## src/rtl/inst_fetch_queue_pkg.sv

```systemverilog
// Shared CPU types for the fetch queue: address/instruction words, queue entry, default depth.
// Optional build macro used by the queue: INST_FETCH_QUEUE_BYPASS_EN.
package inst_fetch_queue_pkg;

  localparam int FETCH_QUEUE_DEPTH = 8;

  typedef logic [31:0] Address_t;
  typedef logic [31:0] Inst_t;

  typedef struct packed {
    Address_t pc;
    Inst_t    inst;
  } FetchEntry_t;

  // Number of instructions a valid_a/valid_b pair carries; b alone counts as nothing.
  function automatic logic [1:0] pair_count(input logic valid_a, input logic valid_b);
    return valid_a ? (valid_b ? 2'd2 : 2'd1) : 2'd0;
  endfunction

endpackage

```

## src/rtl/inst_fetch_queue_if.sv

```systemverilog
// Fetch-side and decode-side signals of the dual-issue instruction queue.
// master = IF/ID pipeline side driving the queue, slave = the queue itself.
interface inst_fetch_queue_if #(
  parameter int DEPTH = inst_fetch_queue_pkg::FETCH_QUEUE_DEPTH
) ();
  import inst_fetch_queue_pkg::*;

  localparam int PTR_W = $clog2(DEPTH);

  logic       flush;
  logic       in_valid_a;
  logic       in_valid_b;
  Address_t   in_pc_a;
  Inst_t      in_inst_a;
  Address_t   in_pc_b;
  Inst_t      in_inst_b;
  logic       full;
  logic       id_ready;
  logic       inst2_taken;
  logic       out_valid_a;
  logic       out_valid_b;
  Address_t   out_pc_a;
  Inst_t      out_inst_a;
  Address_t   out_pc_b;
  Inst_t      out_inst_b;
  logic [PTR_W:0] count;

  modport master (
    output flush, in_valid_a, in_valid_b, in_pc_a, in_inst_a, in_pc_b, in_inst_b,
           id_ready, inst2_taken,
    input  full, out_valid_a, out_valid_b, out_pc_a, out_inst_a, out_pc_b, out_inst_b,
           count
  );

  modport slave (
    input  flush, in_valid_a, in_valid_b, in_pc_a, in_inst_a, in_pc_b, in_inst_b,
           id_ready, inst2_taken,
    output full, out_valid_a, out_valid_b, out_pc_a, out_inst_a, out_pc_b, out_inst_b,
           count
  );

endinterface

```

## src/rtl/fetch_queue_ram.sv

```systemverilog
// DEPTH x FetchEntry_t register array: two write ports, two asynchronous read ports.
// The two write addresses are always distinct (tail and tail+1).
module fetch_queue_ram
  import inst_fetch_queue_pkg::*;
#(
  parameter int DEPTH = FETCH_QUEUE_DEPTH,
  parameter int PTR_W = $clog2(DEPTH)
) (
  input  logic             clk,
  input  logic             we_a,
  input  logic [PTR_W-1:0] waddr_a,
  input  FetchEntry_t      wdata_a,
  input  logic             we_b,
  input  logic [PTR_W-1:0] waddr_b,
  input  FetchEntry_t      wdata_b,
  input  logic [PTR_W-1:0] raddr_a,
  output FetchEntry_t      rdata_a,
  input  logic [PTR_W-1:0] raddr_b,
  output FetchEntry_t      rdata_b
);

  FetchEntry_t mem [DEPTH];

  // NOTE: storage has no reset; head/tail/cnt decide which entries are meaningful.
  always_ff @(posedge clk) begin
    if (we_a) mem[waddr_a] <= wdata_a;
    if (we_b) mem[waddr_b] <= wdata_b;
  end

  assign rdata_a = mem[raddr_a];
  assign rdata_b = mem[raddr_b];

endmodule

```

## src/rtl/inst_fetch_queue.sv

```systemverilog
// Dual-issue instruction queue between IF and ID: up to two pushes and two pops per cycle.
// Define INST_FETCH_QUEUE_BYPASS_EN to forward IF straight to the slots when the queue is empty.
module inst_fetch_queue
  import inst_fetch_queue_pkg::*;
#(
  parameter int DEPTH = FETCH_QUEUE_DEPTH,
  parameter int PTR_W = $clog2(DEPTH)
) (
  input  logic                clk,
  input  logic                rst,
  inst_fetch_queue_if.slave   q
);

  localparam int CNT_W = PTR_W + 1;

  logic [PTR_W-1:0] head;
  logic [PTR_W-1:0] tail;
  logic [CNT_W-1:0] cnt;

  logic [1:0]  push_n;
  logic [1:0]  pop_n;
  logic [1:0]  wr_n;
  logic [1:0]  deq_n;
  logic        full_int;
  logic        valid_a;
  logic        valid_b;
  FetchEntry_t in_a;
  FetchEntry_t in_b;
  FetchEntry_t stor_a;
  FetchEntry_t stor_b;
  FetchEntry_t slot_a;
  FetchEntry_t slot_b;
  FetchEntry_t wdata_a;
  FetchEntry_t wdata_b;

  assign in_a = '{pc: q.in_pc_a, inst: q.in_inst_a};
  assign in_b = '{pc: q.in_pc_b, inst: q.in_inst_b};

  // Fewer than two free slots: IF holds its whole pair, even if ID pops this cycle.
  assign full_int = (cnt >= CNT_W'(DEPTH - 1));
  assign push_n   = full_int ? 2'd0 : pair_count(q.in_valid_a, q.in_valid_b);

  always_comb begin
    // NOTE: every signal driven here gets a default first, so no path can infer a latch.
    valid_a = (cnt != '0);
    valid_b = (cnt >= CNT_W'(2));
    slot_a  = stor_a;
    slot_b  = stor_b;
    wr_n    = push_n;
    wdata_a = in_a;
    wdata_b = in_b;
`ifdef INST_FETCH_QUEUE_BYPASS_EN
    if ((cnt == '0) && !q.flush) begin
      valid_a = q.in_valid_a;
      valid_b = q.in_valid_a & q.in_valid_b;
      slot_a  = in_a;
      slot_b  = in_b;
    end
`endif
    pop_n = q.id_ready ? ({1'b0, valid_a} + {1'b0, valid_b & q.inst2_taken}) : 2'd0;
    deq_n = pop_n;
`ifdef INST_FETCH_QUEUE_BYPASS_EN
    // Consumed bypass instructions never touch storage; only the leftover is written at tail.
    if ((cnt == '0) && !q.flush) begin
      deq_n   = 2'd0;
      wr_n    = push_n - pop_n;
      wdata_a = (pop_n == 2'd1) ? in_b : in_a;
    end
`endif
  end

  fetch_queue_ram #(.DEPTH(DEPTH), .PTR_W(PTR_W)) u_ram (
    .clk     (clk),
    .we_a    (!rst && !q.flush && (wr_n != 2'd0)),
    .waddr_a (tail),
    .wdata_a (wdata_a),
    .we_b    (!rst && !q.flush && (wr_n == 2'd2)),
    .waddr_b (tail + PTR_W'(1)),
    .wdata_b (wdata_b),
    .raddr_a (head),
    .rdata_a (stor_a),
    .raddr_b (head + PTR_W'(1)),
    .rdata_b (stor_b)
  );

  // NOTE: state registers use non-blocking assignments so all of them sample pre-edge values.
  always_ff @(posedge clk) begin
    if (rst || q.flush) begin
      head <= '0;
      tail <= '0;
      cnt  <= '0;
    end else begin
      head <= head + PTR_W'(deq_n);
      tail <= tail + PTR_W'(wr_n);
      cnt  <= cnt + CNT_W'(wr_n) - CNT_W'(deq_n);
    end
  end

  assign q.full        = full_int;
  assign q.count       = cnt;
  assign q.out_valid_a = valid_a;
  assign q.out_valid_b = valid_b;
  assign q.out_pc_a    = valid_a ? slot_a.pc   : '0;
  assign q.out_inst_a  = valid_a ? slot_a.inst : '0;
  assign q.out_pc_b    = valid_b ? slot_b.pc   : '0;
  assign q.out_inst_b  = valid_b ? slot_b.inst : '0;

endmodule

```

## src/flat_wrapper.sv

```systemverilog
// flat-port wrapper written by rule: the top's interface ports become plain ports
module inst_fetch_queue_flat import inst_fetch_queue_pkg::*;
#(
  parameter int DEPTH = FETCH_QUEUE_DEPTH,
  parameter int PTR_W = $clog2(DEPTH)
)
  (clk, rst, q_flush, q_in_valid_a, q_in_valid_b, q_in_pc_a, q_in_inst_a, q_in_pc_b, q_in_inst_b, q_id_ready, q_inst2_taken, q_full, q_out_valid_a, q_out_valid_b, q_out_pc_a, q_out_inst_a, q_out_pc_b, q_out_inst_b, q_count);
  inst_fetch_queue_if #(.DEPTH(DEPTH)) q_i ();
  input  logic clk;
  input  logic rst;
  input wire logic [$bits(q_i.flush)-1:0] q_flush;
  input wire logic [$bits(q_i.in_valid_a)-1:0] q_in_valid_a;
  input wire logic [$bits(q_i.in_valid_b)-1:0] q_in_valid_b;
  input wire logic [$bits(q_i.in_pc_a)-1:0] q_in_pc_a;
  input wire logic [$bits(q_i.in_inst_a)-1:0] q_in_inst_a;
  input wire logic [$bits(q_i.in_pc_b)-1:0] q_in_pc_b;
  input wire logic [$bits(q_i.in_inst_b)-1:0] q_in_inst_b;
  input wire logic [$bits(q_i.id_ready)-1:0] q_id_ready;
  input wire logic [$bits(q_i.inst2_taken)-1:0] q_inst2_taken;
  output wire logic [$bits(q_i.full)-1:0] q_full;
  output wire logic [$bits(q_i.out_valid_a)-1:0] q_out_valid_a;
  output wire logic [$bits(q_i.out_valid_b)-1:0] q_out_valid_b;
  output wire logic [$bits(q_i.out_pc_a)-1:0] q_out_pc_a;
  output wire logic [$bits(q_i.out_inst_a)-1:0] q_out_inst_a;
  output wire logic [$bits(q_i.out_pc_b)-1:0] q_out_pc_b;
  output wire logic [$bits(q_i.out_inst_b)-1:0] q_out_inst_b;
  output wire logic [$bits(q_i.count)-1:0] q_count;
  assign q_i.flush = q_flush;
  assign q_i.in_valid_a = q_in_valid_a;
  assign q_i.in_valid_b = q_in_valid_b;
  assign q_i.in_pc_a = q_in_pc_a;
  assign q_i.in_inst_a = q_in_inst_a;
  assign q_i.in_pc_b = q_in_pc_b;
  assign q_i.in_inst_b = q_in_inst_b;
  assign q_i.id_ready = q_id_ready;
  assign q_i.inst2_taken = q_inst2_taken;
  assign q_full = q_i.full;
  assign q_out_valid_a = q_i.out_valid_a;
  assign q_out_valid_b = q_i.out_valid_b;
  assign q_out_pc_a = q_i.out_pc_a;
  assign q_out_inst_a = q_i.out_inst_a;
  assign q_out_pc_b = q_i.out_pc_b;
  assign q_out_inst_b = q_i.out_inst_b;
  assign q_count = q_i.count;
  inst_fetch_queue #(.DEPTH(DEPTH), .PTR_W(PTR_W)) u_core (.clk(clk), .rst(rst), .q(q_i));
endmodule
```

## config.mk

```make
export PLATFORM = sky130hd
export DESIGN_NAME = inst_fetch_queue_flat
export DESIGN_NICKNAME = d
export VERILOG_FILES = /design/src/rtl/inst_fetch_queue_pkg.sv /design/src/rtl/inst_fetch_queue_if.sv /design/src/rtl/fetch_queue_ram.sv /design/src/rtl/inst_fetch_queue.sv /design/src/flat_wrapper.sv
export SDC_FILE = /design/constraint.sdc
export NUM_CORES = 1
export LEC_CHECK = 0
export ABC_AREA = 1
export CAP_MARGIN = 5
export CORE_ASPECT_RATIO = 0.8
export CORE_MARGIN = 3
export CORE_UTILIZATION = 50
export CTS_CLUSTER_DIAMETER = 150
export DETAILED_ROUTE_END_ITERATION = 6
export DONT_BUFFER_PORTS = 1
export HOLD_SLACK_MARGIN = 0.02
export PLACE_DENSITY = 0.68
export SLEW_MARGIN = 20
export SYNTH_ARGS = -nofsm -noshare
export SYNTH_HDL_FRONTEND = slang
export SYNTH_HIERARCHICAL = 1
export SYNTH_SLANG_ARGS = --single-unit
```

## constraint.sdc

```tcl
create_clock -name clk -period 7.4 [get_ports clk]
set_input_delay 1.85 -clock clk [delete_from_list [all_inputs] [get_ports clk]]
set_output_delay 1.85 -clock clk [all_outputs]
set_load 0.03 [all_outputs]
```

==> metrics <==
area delta synth->final 4.43%; CTS Buf Count 56; Setup CP Type register to output pin; Min-Delay Path Class register to register; Worst Setup EP q_out_pc_b[21]; worst reg2reg path depth 12; Initial DRT Pass Iterations 6; power after layout 10.2 mW; clk_skew 0.0239 ns; RePlAce Congestion 0.817; 1st-iter DRT viols 3734; pre-CTS setup slack 1.96 ns; synthesized instance count 5061; syn_area_per_cell 6.86 µm²; worst r2r src u_core/q.count[3]; final wirelength 116000 µm; Die Area 72600 µm²; most used cell, CP nand2_1; CP Launch Type register; WHS 0.613 ns; global-route total usage across every layer 31.1%; Hold Vio Cnt, Final 0; min Tclk post-route 5.74 ns; Worst R2R End u_core/u_ram/mem[2][26]; Clock Root Buffer clkbuf_16; Post-CTS Resized 0; Port-buffer cells 0; Slew Limit Fails 0; GRT Residual Overflow 0; GR Util met2 49.1%; setup violators final 0; Synth area leaders edfxtp_1 (44%), nand2_1 (24%), inv_1 (8.0%); Max H-tree Level 2; Synth Net Count 5211; R2R Setup Slk 2.76 ns; data arrival time of the critical path 3.89 ns; placed instance area 34500 µm²; Worst path slowest cell dfxtp_4; worst slew pin tran 1.17 ns; PD cells 281 nW/µm²; commonest non-fill, non-tap cell in the layout nand2_1; Starting Density 51.1%; core area 68000 µm²; Finished Core Util 53.3%; Post-CTS Setup Repair Bufs 0; Die X 301 µm; Tcrit/Tclk final 77.6%; Via density 5.52; layout cell share with drive strength beyond 1 3.39%; Pleak 18.3 nW; DR DRC count 0; fmax 174 MHz; first-pass GRT wire length 175000 µm; synth warn 6; initial antenna violation count 6; final instance area 36200 µm²; status completed; Distinct cells, synth 25; worst skew pair latency 0.63 ns; CP Cell Sequence ha_4, xor2_4, buf_4, nand2_1, nand2_1, inv_1, nor2_1; worst path required time 5.55 ns; HPWL after DPL 62300 µm; Final Net Count 4935; crit path max fanout 55; max_cap viols 0; most frequent cells in the layout nand2_1 (2193), inv_1 (735), nand3_1 (514); Clk pin slew, worst setup/hold paths 0.06 ns; CP peak stage delay 0.87 ns; Final Non-Filler Cells 5749; number of top-level pins 270; synthesized area 34700 µm²; CTS tree built; maximum VDD drop 0.000274 V; met3 usage 6.67%; Yosys top cell area share 44.3%; Worst slew margin 22.0%; placed insts 5639; total number of vias 31700; # clock sinks 522; M1 GR Usage 42.3%; # rows 85; Max Buffers Root-to-Sink 3; Die Y 242 µm; vias in the first global route 29400; Routed Antenna Nets 0; gr busiest metal met2; # hold bufs at CTS 0; cell accounting for the most synthesized area edfxtp_1; pin count of the biggest net entering global routing 165; RSZ-0062 raised after global routing no; setup slack after layout 1.66 ns; #FFs+latches synth 522; Fin Setup TNS 0 ns; Seq/Total Area, Yosys 44.9%; Critical Path End Type output pin; routed len/inst 20.2 µm; Critical Path Start u_core/head[0]
==> how the worst min path moves through the flow <==
stage / start / endpoint / slack, ns / depth (start not counted)
global placement: u_core/tail[2] / u_core/tail[2] / 0.59 / 2
CTS: u_core/tail[2] / u_core/tail[2] / 0.61 / 2
finish: u_core/tail[2] / u_core/tail[2] / 0.61 / 2
global route: u_core/tail[2] / u_core/tail[2] / 0.65 / 2
floorplan: u_core/head[2] / u_core/head[2] / 0.55 / 2
detailed placement: u_core/tail[2] / u_core/tail[2] / 0.59 / 2
==> area by class of cell <==
type / instances / area (µm²)
Tap cell: 913 / 1140
Timing Repair Buffer: 52 / 468
Clock buffer: 77 / 1530
Sequential cell: 522 / 15600
Antenna cell: 5 / 12.5
Multi-Input combinational cell: 3407 / 14500
Inverter: 746 / 2840
Fill cell: 6599 / 31700
Clock inverter: 27 / 180
==> worst max-delay path: cells and delay by family, from the launching register on <==
kind	cells	cell delay [ns]
xor gates and xnor gates	1	0.68
adders and majority gates	1	0.27
DFF	1	0.87
and+or+nand+nor	3	0.76
buffers and inverters	2	0.67
==> state kept, by name (all words and copies together), names as in the netlist <==
register and cells:
u_core/tail 3, u_core/head 3, u_core/u_ram/mem 512, u_core/q.count 4
==> kinds of logic (layout without fill, tap and decap cells) <==
group           Yosys count  count (layout)  share of synthesized area, %
fa+ha+maj                15              15                         0.627
buf+inv                1132             902                          13.9
other cells               0               5                             0
compound gates          521             521                          7.57
simple gates           2866            2866                          32.9
xor+xnor                  5               5                         0.126
flops                   522             522                          44.9
==> cell usage after synthesis <==
master	count
clkbuf_1	48
buf_4	34
xnor2_1	2
nor2_4	1
o21ai_2	5
dfxtp_1	10
nor2_1	148
a21oi_1	1
xor2_1	3
fa_1	4
clkinv_1	1
inv_1	738
ha_1	11
buf_6	18
o21ai_0	178
nor2_2	1
nand2_2	1
nand3b_1	1
nand3_1	515
o21ai_1	337
edfxtp_1	512
inv_2	7
buf_1	34
buf_2	252
nand2_1	2199
==> power by group <==
| group | internal (mW) | total [mW] | switching, mW |
|---|---|---|---|
| sequential | 3.31 | 3.39 | 0.0854 |
| clock | 1.51 | 2.72 | 1.21 |
| combinational | 0.836 | 4.06 | 3.23 |
| total | 5.65 | 10.2 | 4.52 |
==> metal layers <==
metal | share of wire, % | vias to the layer above
met5 | 0.022 | -
met4 | 3.2 | 4
met3 | 12 | 277
met2 | 44 | 1906
met1 | 40 | 14300
li1 | - | 15200
(Power assumes the default switching activity.)
